==> src/rtl/simd_lane_dispatch_if.sv <==
`default_nettype none
// ============================================================================
//  Module   : simd_lane_dispatch_if
//  Brief    : Control, BRAM port B and PE-lane bundle of the SIMD lane dispatcher
//  Revision : 1.0  initial release
// ============================================================================
interface simd_lane_dispatch_if #(
    parameter int NUM_PE = 4,
    parameter int DATA_W = 32,
    parameter int ADDR_W = 13,
    parameter int LEN_W  = 8
);
    logic                     START;
    logic                     MODE;
    logic [ADDR_W-1:0]        BASE_ADDR;
    logic [LEN_W-1:0]         LEN;
    logic [NUM_PE-1:0]        LANE_MASK;
    logic                     ABORT;
    logic                     BUSY;
    logic                     DONE;
    logic                     ERR;
    logic [ADDR_W-1:0]        addrb;
    logic [DATA_W-1:0]        dinb;
    logic [DATA_W-1:0]        doutb;
    logic                     enb;
    logic [DATA_W/8-1:0]      web;
    logic [NUM_PE*DATA_W-1:0] PE_DIN;
    logic [NUM_PE-1:0]        PE_WR;
    logic [NUM_PE*DATA_W-1:0] PE_DOUT;
    logic [NUM_PE-1:0]        PE_RD;
    logic [NUM_PE-1:0]        PE_DONE;
    logic                     ALL_DONE;

    modport master (
        input  START, MODE, BASE_ADDR, LEN, LANE_MASK, ABORT, doutb, PE_DOUT, PE_DONE,
        output BUSY, DONE, ERR, addrb, dinb, enb, web, PE_DIN, PE_WR, PE_RD, ALL_DONE
    );

    modport slave (
        output START, MODE, BASE_ADDR, LEN, LANE_MASK, ABORT, doutb, PE_DOUT, PE_DONE,
        input  BUSY, DONE, ERR, addrb, dinb, enb, web, PE_DIN, PE_WR, PE_RD, ALL_DONE
    );
endinterface
`default_nettype wire

==> src/rtl/simd_lane_dispatch.sv <==
`default_nettype none
// ============================================================================
//  Module   : simd_lane_dispatch
//  Brief    : BRAM <-> PE-array mover, round-robin over the enabled lanes
//  Revision : 1.0  initial release
// ============================================================================
module simd_lane_dispatch #(
    parameter int NUM_PE   = 4,
    parameter int DATA_W   = 32,
    parameter int ADDR_W   = 13,
    parameter int LEN_W    = 8,
    parameter int BRAM_LAT = 2
) (
    input  logic                 CLK,
    input  logic                 RSTN,
    simd_lane_dispatch_if.master bus
);
    localparam int PC_W   = $clog2(NUM_PE + 1);
    localparam int CNT_W  = LEN_W + PC_W;
    localparam int SUM_W  = ((ADDR_W > CNT_W) ? ADDR_W : CNT_W) + 1;
    localparam int LANE_W = (NUM_PE > 1) ? $clog2(NUM_PE) : 1;
    localparam int BE_W   = DATA_W / 8;

    typedef enum logic [2:0] {
        S_IDLE       = 3'd0,
        S_LOAD_ISSUE = 3'd1,
        S_LOAD_DRAIN = 3'd2,
        S_STORE      = 3'd3,
        S_DONE       = 3'd4
    } state_t;

    function automatic logic [PC_W-1:0] popcount(input logic [NUM_PE-1:0] m);
        popcount = '0;
        for (int k = 0; k < NUM_PE; k++) popcount = popcount + PC_W'(m[k]);
    endfunction

    function automatic logic [LANE_W-1:0] first_lane(input logic [NUM_PE-1:0] m);
        first_lane = '0;
        for (int k = NUM_PE - 1; k >= 0; k--) if (m[k]) first_lane = LANE_W'(k);
    endfunction

    // Descending offsets so the nearest enabled lane after cur wins.
    function automatic logic [LANE_W-1:0] next_lane(input logic [NUM_PE-1:0] m,
                                                    input logic [LANE_W-1:0] cur);
        int idx;
        next_lane = cur;
        for (int k = NUM_PE; k >= 1; k--) begin
            idx = (int'(cur) + k) % NUM_PE;
            if (m[idx]) next_lane = LANE_W'(idx);
        end
    endfunction

    function automatic logic [NUM_PE-1:0] onehot(input logic [LANE_W-1:0] l);
        onehot = NUM_PE'(1) << l;
    endfunction

    state_t                   r_state;
    logic                     r_mode;
    logic [NUM_PE-1:0]        r_mask;
    logic [CNT_W-1:0]         r_total;
    logic [CNT_W-1:0]         r_cnt;
    logic [LANE_W-1:0]        r_lane;
    logic                     r_busy;
    logic                     r_done;
    logic                     r_err;
    logic [ADDR_W-1:0]        r_addr;
    logic                     r_enb;
    logic [BE_W-1:0]          r_web;
    logic [NUM_PE*DATA_W-1:0] r_pe_din;
    logic [NUM_PE-1:0]        r_pe_wr;
    logic [NUM_PE-1:0]        r_pe_rd;
    logic                     r_all_done;
    logic [BRAM_LAT-1:0]      r_pv;
    logic [LANE_W-1:0]        r_pt [BRAM_LAT];

    logic [PC_W-1:0]   w_nact;
    logic [CNT_W-1:0]  w_total;
    logic [SUM_W-1:0]  w_end;
    logic              w_reject;
    logic              w_abort;
    logic [LANE_W-1:0] w_first;
    logic [LANE_W-1:0] w_next;

    assign w_nact   = popcount(bus.LANE_MASK);
    assign w_total  = CNT_W'(bus.LEN) * CNT_W'(w_nact);
    // BASE+T-1 > 2^ADDR_W-1 rewritten as BASE+T > 2^ADDR_W to stay unsigned
    assign w_end    = SUM_W'(bus.BASE_ADDR) + SUM_W'(w_total);
    assign w_reject = (bus.LEN == '0) || (bus.LANE_MASK == '0) ||
                      (w_end > (SUM_W'(1) << ADDR_W));
    assign w_abort  = bus.ABORT && ((r_state == S_LOAD_ISSUE) ||
                                    (r_state == S_LOAD_DRAIN) ||
                                    (r_state == S_STORE));
    assign w_first  = first_lane(bus.LANE_MASK);
    assign w_next   = next_lane(r_mask, r_lane);

    always_ff @(posedge CLK or negedge RSTN) begin
        if (!RSTN) begin
            r_state    <= S_IDLE;
            r_mode     <= 1'b0;
            r_mask     <= '0;
            r_total    <= '0;
            r_cnt      <= '0;
            r_lane     <= '0;
            r_busy     <= 1'b0;
            r_done     <= 1'b0;
            r_err      <= 1'b0;
            r_addr     <= '0;
            r_enb      <= 1'b0;
            r_web      <= '0;
            r_pe_din   <= '0;
            r_pe_wr    <= '0;
            r_pe_rd    <= '0;
            r_all_done <= 1'b0;
            r_pv       <= '0;
            for (int k = 0; k < BRAM_LAT; k++) r_pt[k] <= '0;
        end else begin
            r_done     <= 1'b0;
            r_err      <= 1'b0;
            r_all_done <= (|r_mask) & (&(bus.PE_DONE | ~r_mask));

            // Lane tag rides alongside each load read until doutb is valid
            r_pv[0] <= r_enb & ~r_mode;
            r_pt[0] <= r_lane;
            for (int k = BRAM_LAT - 1; k > 0; k--) begin
                r_pv[k] <= r_pv[k-1];
                r_pt[k] <= r_pt[k-1];
            end
            r_pe_wr <= '0;
            if (r_pv[BRAM_LAT-1] && !w_abort) begin
                r_pe_wr <= onehot(r_pt[BRAM_LAT-1]);
                r_pe_din[r_pt[BRAM_LAT-1]*DATA_W +: DATA_W] <= bus.doutb;
            end

            case (r_state)
                S_IDLE: begin
                    if (bus.START) begin
                        r_busy <= 1'b1;
                        if (w_reject) begin
                            r_done  <= 1'b1;
                            r_err   <= 1'b1;
                            r_state <= S_DONE;
                        end else begin
                            r_mode  <= bus.MODE;
                            r_mask  <= bus.LANE_MASK;
                            r_total <= w_total;
                            r_cnt   <= CNT_W'(1);
                            r_lane  <= w_first;
                            r_addr  <= bus.BASE_ADDR;
                            r_enb   <= 1'b1;
                            r_web   <= bus.MODE ? {BE_W{1'b1}} : '0;
                            r_pe_rd <= bus.MODE ? onehot(w_first) : '0;
                            r_state <= bus.MODE ? S_STORE : S_LOAD_ISSUE;
                        end
                    end
                end
                S_LOAD_ISSUE: begin
                    if (r_cnt == r_total) begin
                        r_enb   <= 1'b0;
                        r_state <= S_LOAD_DRAIN;
                    end else begin
                        r_addr <= r_addr + ADDR_W'(1);
                        r_lane <= w_next;
                        r_cnt  <= r_cnt + CNT_W'(1);
                    end
                end
                S_LOAD_DRAIN: begin
                    if (r_pv == '0) begin
                        r_done  <= 1'b1;
                        r_state <= S_DONE;
                    end
                end
                S_STORE: begin
                    if (r_cnt == r_total) begin
                        r_enb   <= 1'b0;
                        r_web   <= '0;
                        r_pe_rd <= '0;
                        r_done  <= 1'b1;
                        r_state <= S_DONE;
                    end else begin
                        r_addr  <= r_addr + ADDR_W'(1);
                        r_lane  <= w_next;
                        r_pe_rd <= onehot(w_next);
                        r_cnt   <= r_cnt + CNT_W'(1);
                    end
                end
                S_DONE: begin
                    r_busy  <= 1'b0;
                    r_state <= S_IDLE;
                end
                default: r_state <= S_IDLE;
            endcase

            if (w_abort) begin
                r_state <= S_IDLE;
                r_busy  <= 1'b0;
                r_done  <= 1'b0;
                r_err   <= 1'b1;
                r_enb   <= 1'b0;
                r_web   <= '0;
                r_pe_rd <= '0;
                r_pe_wr <= '0;
                r_pv    <= '0;
            end
        end
    end

    assign bus.BUSY     = r_busy;
    assign bus.DONE     = r_done;
    assign bus.ERR      = r_err;
    assign bus.addrb    = r_addr;
    assign bus.enb      = r_enb;
    assign bus.web      = r_web;
    // Write data only driven while a store beat is on the port
    assign bus.dinb     = r_web[0] ? bus.PE_DOUT[r_lane*DATA_W +: DATA_W] : '0;
    assign bus.PE_DIN   = r_pe_din;
    assign bus.PE_WR    = r_pe_wr;
    assign bus.PE_RD    = r_pe_rd;
    assign bus.ALL_DONE = r_all_done;

endmodule
`default_nettype wire

==> src/flat_wrapper.sv <==
// flat-port wrapper written by rule: the top's interface ports become plain ports
module simd_lane_dispatch_flat 
#(
    parameter int NUM_PE   = 4,
    parameter int DATA_W   = 32,
    parameter int ADDR_W   = 13,
    parameter int LEN_W    = 8,
    parameter int BRAM_LAT = 2
)
  (CLK, RSTN, bus_START, bus_MODE, bus_BASE_ADDR, bus_LEN, bus_LANE_MASK, bus_ABORT, bus_doutb, bus_PE_DOUT, bus_PE_DONE, bus_BUSY, bus_DONE, bus_ERR, bus_addrb, bus_dinb, bus_enb, bus_web, bus_PE_DIN, bus_PE_WR, bus_PE_RD, bus_ALL_DONE);
  simd_lane_dispatch_if #(.NUM_PE(NUM_PE), .DATA_W(DATA_W), .ADDR_W(ADDR_W), .LEN_W(LEN_W)) bus_i ();
  input  logic CLK;
  input  logic RSTN;
  input wire logic [$bits(bus_i.START)-1:0] bus_START;
  input wire logic [$bits(bus_i.MODE)-1:0] bus_MODE;
  input wire logic [$bits(bus_i.BASE_ADDR)-1:0] bus_BASE_ADDR;
  input wire logic [$bits(bus_i.LEN)-1:0] bus_LEN;
  input wire logic [$bits(bus_i.LANE_MASK)-1:0] bus_LANE_MASK;
  input wire logic [$bits(bus_i.ABORT)-1:0] bus_ABORT;
  input wire logic [$bits(bus_i.doutb)-1:0] bus_doutb;
  input wire logic [$bits(bus_i.PE_DOUT)-1:0] bus_PE_DOUT;
  input wire logic [$bits(bus_i.PE_DONE)-1:0] bus_PE_DONE;
  output wire logic [$bits(bus_i.BUSY)-1:0] bus_BUSY;
  output wire logic [$bits(bus_i.DONE)-1:0] bus_DONE;
  output wire logic [$bits(bus_i.ERR)-1:0] bus_ERR;
  output wire logic [$bits(bus_i.addrb)-1:0] bus_addrb;
  output wire logic [$bits(bus_i.dinb)-1:0] bus_dinb;
  output wire logic [$bits(bus_i.enb)-1:0] bus_enb;
  output wire logic [$bits(bus_i.web)-1:0] bus_web;
  output wire logic [$bits(bus_i.PE_DIN)-1:0] bus_PE_DIN;
  output wire logic [$bits(bus_i.PE_WR)-1:0] bus_PE_WR;
  output wire logic [$bits(bus_i.PE_RD)-1:0] bus_PE_RD;
  output wire logic [$bits(bus_i.ALL_DONE)-1:0] bus_ALL_DONE;
  assign bus_i.START = bus_START;
  assign bus_i.MODE = bus_MODE;
  assign bus_i.BASE_ADDR = bus_BASE_ADDR;
  assign bus_i.LEN = bus_LEN;
  assign bus_i.LANE_MASK = bus_LANE_MASK;
  assign bus_i.ABORT = bus_ABORT;
  assign bus_i.doutb = bus_doutb;
  assign bus_i.PE_DOUT = bus_PE_DOUT;
  assign bus_i.PE_DONE = bus_PE_DONE;
  assign bus_BUSY = bus_i.BUSY;
  assign bus_DONE = bus_i.DONE;
  assign bus_ERR = bus_i.ERR;
  assign bus_addrb = bus_i.addrb;
  assign bus_dinb = bus_i.dinb;
  assign bus_enb = bus_i.enb;
  assign bus_web = bus_i.web;
  assign bus_PE_DIN = bus_i.PE_DIN;
  assign bus_PE_WR = bus_i.PE_WR;
  assign bus_PE_RD = bus_i.PE_RD;
  assign bus_ALL_DONE = bus_i.ALL_DONE;
  simd_lane_dispatch #(.NUM_PE(NUM_PE), .DATA_W(DATA_W), .ADDR_W(ADDR_W), .LEN_W(LEN_W), .BRAM_LAT(BRAM_LAT)) u_core (.CLK(CLK), .RSTN(RSTN), .bus(bus_i));
endmodule
==> config.mk <==
export PLATFORM = sky130hd
export DESIGN_NAME = simd_lane_dispatch_flat
export DESIGN_NICKNAME = d
export VERILOG_FILES = /design/src/rtl/simd_lane_dispatch_if.sv /design/src/rtl/simd_lane_dispatch.sv /design/src/flat_wrapper.sv
export SDC_FILE = /design/constraint.sdc
export NUM_CORES = 1
export LEC_CHECK = 0
export BUFFER_PORTS_ARGS = -buffer_cell sky130_fd_sc_hd__clkbuf_2
export CORE_ASPECT_RATIO = 0.8
export CORE_MARGIN = 2
export CORE_UTILIZATION = 40
export CTS_CLUSTER_SIZE = 30
export DETAILED_ROUTE_END_ITERATION = 12
export PLACE_DENSITY_LB_ADDON = 0.25
export SETUP_SLACK_MARGIN = 0.05
export SYNTH_ARGS = -nofsm -noshare
export SYNTH_HDL_FRONTEND = slang
export SYNTH_SLANG_ARGS = --single-unit
==> constraint.sdc <==
create_clock -name CLK -period 4.7 [get_ports CLK]
set_clock_uncertainty 0.05 [all_clocks]
set_input_delay 0.705 -clock CLK [delete_from_list [all_inputs] [get_ports CLK]]
set_output_delay 0.705 -clock CLK [all_outputs]
set_load 0.01 [all_outputs]
==> reports/qor.txt <==
via count: 10,193
initial antenna violation count: 4
count of antenna-violating nets left after detailed routing: 0
cell accounting for the most synthesized area: sky130_fd_sc_hd__dfrtp_1
violated checks: setup timing
number of buffers inserted by port buffering: 383
count of final hold-check violations: 0
Worst Hold Slack: 0.302 ns
Boundary Pins: 384
synthesized area: 0.0107 sq mm
status: finished with violations
clock tree sinks: 193
area inside the core boundary: 0.0263 sq mm
static power due to leakage: 7.27 nW
Avg WL per Cell: 18.0 um
share of the synthesized area in the top cell type: 45.1%
part of the power in the clock network: 17.2%
top achievable clock speed: 0.167 GHz
Max transition margin: 24.4%
data arrival time of the worst path: 6.25 ns
fraction of layout instances using a drive strength above 1: 38.7%
class of the most critical hold timing path: reg -> reg
number of enable-type register cells in the synthesized netlist: 0
minimum setup slack in the final design: -1.28 ns
crit path kind: in -> reg
max-slew violation count: 0
Final setup viols: 53
clock tree from TritonCTS: built
Via density: 5.12
Synth Warn #: 0
multi-input gate area in the final layout: 0.00576 sq mm
Synth Instances: 1,173
startpoint class of the critical path: primary input
Final Critical Period: 5.98 ns
Max Root-Sink Buffers: 2
Synthesized Nets: 1,408
max-capacitance violation count: 0
share of the clock period used by the worst path after layout: 127%
total clock buffers created by CTS: 17
Filler cells: 2,403
global-route wire length before repair: 54,600 um
most used flip-flop cell after synthesis: sky130_fd_sc_hd__dfrtp_1
sequential area share after synthesis: 45.1%
post-route setup TNS: -62.11 ns
top post-synthesis cells by area: sky130_fd_sc_hd__dfrtp_1 (45%), sky130_fd_sc_hd__nand2_1 (11%), sky130_fd_sc_hd__o21ai_0 (7.2%)
share of total power consumed by net switching: 43.1%
clk_lat worst skew: 0.43 ns
Post-route DRC: 0
actual slew at the worst max-slew pin: 1.13 ns
router iterations before antenna repair: 5
DIE WIDTH: 187 um
unrepaired setup endpoints after global routing: yes
Detailed Route WL: 35,800 um
overall overflow remaining after global route: 0
library cells used by synthesis: 61
Sequential Power Share: 32.3%
via count of the first global-routing pass: 9,782
buffer type at the clock tree root: sky130_fd_sc_hd__clkbuf_16
row count: 53
clk slew on worst S/H paths: 0.08 ns
area of all sequential standard cells: 0.00483 sq mm
floorplan die area: 0.0281 sq mm
dominant cell by count in the synthesized netlist: sky130_fd_sc_hd__nand2_1
area overhead of the layout relative to synthesis: 37.6%
total global routing track utilization: 24.8%
syn_area_per_cell: 9.13 sq um
commonest cells in the netlist: sky130_fd_sc_hd__nand2_1 (322), sky130_fd_sc_hd__dfrtp_1 (193), sky130_fd_sc_hd__o21ai_0 (155)
combinational fraction of design power: 50.5%
power per cell area: 606 mW/mm^2
Detail Placement HPWL: 26,900 um
Post-layout nets: 1,849
initial core utilization: 40.8%
Routability Congestion: 0.926
# H-tree levels: 4
data required time of the worst path: 4.96 ns
Max VDD drop: 0.312 mV
pin count of the biggest net entering global routing: 117
drt first-iter violations: 576
total of flip-flops plus latches after synthesis: 193
largest fanout of any net on the critical path: 5
overall die height: 150 um
capturing element type of the critical path: register
internal power of the cells: 5.08 mW
Post-synth ARST share: 100%
net switching component of the power: 3.85 mW
layer usage:
layer  part of all wire [%]  vias to the layer above  routed length [um]  track usage (%)
li1                       -                     4917                   -                -
met1                     43                     4830               15500             33.2
met2                     48                      399               17300             40.4
met3                    6.3                       47                2260             4.78
met4                    2.3                        0                 833             8.77
met5                      0                        -                   0                0
per-stage QoR:
stage / instances / setup WS [ns] / power [mW] / instance area [sq um] / utilization [%]
after global placement: 1925 / -1.71 / 7.01 / 13600 / 51.6
after floorplan: 1173 / -1.34 / 5.35 / 10800 / -
after CTS: 1973 / -1.14 / 8.88 / 14500 / 55.1
after global routing: 1988 / -1.48 / 9.56 / 14700 / 56.1
final: 1989 / -1.28 / 8.93 / 14700 / 56.1
after detailed placement: 1925 / -1.87 / 7.11 / 13600 / 51.6
cell families (layout without fill, tap and decap cells):
logic type	Yosys count	after routing	synth area share, %
simple gates	485	485	20.1
other cells	0	5	0
xor+xnor	21	21	1.72
fa+ha+maj	41	41	5.42
compound gates	271	271	14.7
flops	193	193	45.1
mux	52	52	8.77
buf+inv	110	564	4.22
worst max-delay path: stages:
cell                        delay, ns
sky130_fd_sc_hd__clkbuf_16       0.12
sky130_fd_sc_hd__inv_12          0.03
sky130_fd_sc_hd__ha_4            0.24
sky130_fd_sc_hd__inv_2           0.03
sky130_fd_sc_hd__fa_2            0.32
sky130_fd_sc_hd__inv_2           0.07
sky130_fd_sc_hd__ha_4            0.13
sky130_fd_sc_hd__buf_6           0.10
sky130_fd_sc_hd__nand2_2         0.05
sky130_fd_sc_hd__fa_1            0.56
sky130_fd_sc_hd__inv_1           0.05
sky130_fd_sc_hd__ha_1            0.27
sky130_fd_sc_hd__a21o_1          0.20
sky130_fd_sc_hd__a21oi_2         0.15
sky130_fd_sc_hd__o21ai_1         0.09
sky130_fd_sc_hd__a21oi_1         0.21
sky130_fd_sc_hd__o21ai_1         0.12
sky130_fd_sc_hd__xor2_1          0.25
sky130_fd_sc_hd__ha_1            0.40
sky130_fd_sc_hd__nor3b_4         0.09
sky130_fd_sc_hd__a2111o_1        0.45
sky130_fd_sc_hd__a2111oi_4       0.35
sky130_fd_sc_hd__nand4_1         0.26
sky130_fd_sc_hd__o221ai_4        0.25
sky130_fd_sc_hd__and2_4          0.22
sky130_fd_sc_hd__buf_12          0.11
sky130_fd_sc_hd__buf_12          0.11
sky130_fd_sc_hd__mux2_4          0.29
power groups by stage:
stage               Sequential (mW)  Clock, mW  Combinational [mW]
global placement               2.89          0                4.12
finish                         2.88       1.54                4.51
CTS                            2.88       1.56                4.44
global route                   2.99       1.63                4.93
detailed placement             2.91          0                4.20
floorplan                      2.90          0                2.46
repair_timing:
item / in CTS / in global routing
pin swaps: 19 / 27
setup buffers: 15 / 13
hold endpoints to repair: 0 / 0
hold buffers: 0 / 0
gates cloned: 1 / 0
resized for setup: 31 / 33
endpoints found under the setup margin: 53 / 53
cells in the final DEF, fill, tap and decap left out, types with 6 or more instances in the layout:
| cell type | count |
|---|---|
| sky130_fd_sc_hd__clkbuf_2 | 380 |
| sky130_fd_sc_hd__nor3_1 | 10 |
| sky130_fd_sc_hd__nand4_1 | 9 |
| sky130_fd_sc_hd__inv_12 | 6 |
| sky130_fd_sc_hd__clkbuf_16 | 19 |
| sky130_fd_sc_hd__mux2i_1 | 6 |
| sky130_fd_sc_hd__nor2b_1 | 6 |
| sky130_fd_sc_hd__nand2_1 | 316 |
| sky130_fd_sc_hd__a21oi_1 | 43 |
| sky130_fd_sc_hd__nand3_1 | 22 |
| sky130_fd_sc_hd__a22o_1 | 6 |
| sky130_fd_sc_hd__fa_1 | 7 |
| sky130_fd_sc_hd__o22ai_1 | 12 |
| sky130_fd_sc_hd__o21ai_0 | 146 |
| sky130_fd_sc_hd__and2_1 | 39 |
| sky130_fd_sc_hd__buf_4 | 97 |
| sky130_fd_sc_hd__buf_6 | 7 |
| sky130_fd_sc_hd__dfrtp_1 | 192 |
| sky130_fd_sc_hd__o21ai_1 | 8 |
| sky130_fd_sc_hd__nor2_1 | 22 |
| sky130_fd_sc_hd__xnor2_1 | 16 |
| sky130_fd_sc_hd__nand2b_1 | 12 |
| sky130_fd_sc_hd__ha_1 | 25 |
| sky130_fd_sc_hd__and3_1 | 9 |
| sky130_fd_sc_hd__mux4_2 | 32 |
| sky130_fd_sc_hd__mux2_4 | 10 |
| sky130_fd_sc_hd__nand2_2 | 6 |
| sky130_fd_sc_hd__a21o_1 | 9 |
| sky130_fd_sc_hd__inv_1 | 33 |
flip-flops by register name, indices dropped and copies added, names as in the netlist:
signal               cells
u_core.bus.PE_WR         4
u_core.r_state           3
u_core.r_lane            2
u_core.r_pv              2
u_core.bus.DONE          1
u_core.bus.enb           1
u_core.bus.ALL_DONE      1
u_core.r_mask            4
u_core.bus.PE_RD         4
u_core.bus.addrb        13
u_core.r_cnt            11
u_core.r_mode            1
u_core.r_pt              4
u_core.bus.web           1
u_core.bus.ERR           1
u_core.bus.PE_DIN      128
u_core.bus.BUSY          1
u_core.r_total          11
final timing paths:
kind	startpoint	end	slack, ns	cells after the start
worst max register to register	u_core.r_state[0]$_DFFE_PN0P_	u_core.bus.PE_DIN[113]$_DFFE_PN0P_	1.78	6
worst max-delay path	bus_LANE_MASK[0]	u_core.r_total[2]$_DFFE_PN0P_	-1.28	28
min in group asynchronous	RSTN	u_core.bus.PE_DIN[103]$_DFFE_PN0P_	0.35	1
worst min-delay path	u_core.r_pt[3]$_DFF_PN0_	u_core.r_pt[1]$_DFF_PN0_	0.30	0
max in group asynchronous	RSTN	u_core.bus.PE_DIN[97]$_DFFE_PN0P_	3.22	2
worst min register to register	u_core.r_pt[3]$_DFF_PN0_	u_core.r_pt[1]$_DFF_PN0_	0.30	0
final cells by class:
type                            instances  share of cell area [%]
Multi-Input combinational cell        870                    39.1
Sequential cell                       193                    32.8
Timing Repair Buffer                  493                    19.6
Tap cell                              357                    3.03
Clock buffer                           17                    2.89
Clock inverter                         15                    1.38
Inverter                               39                    1.14
Antenna cell                            5                  0.0849
(Power assumes the default switching activity.)
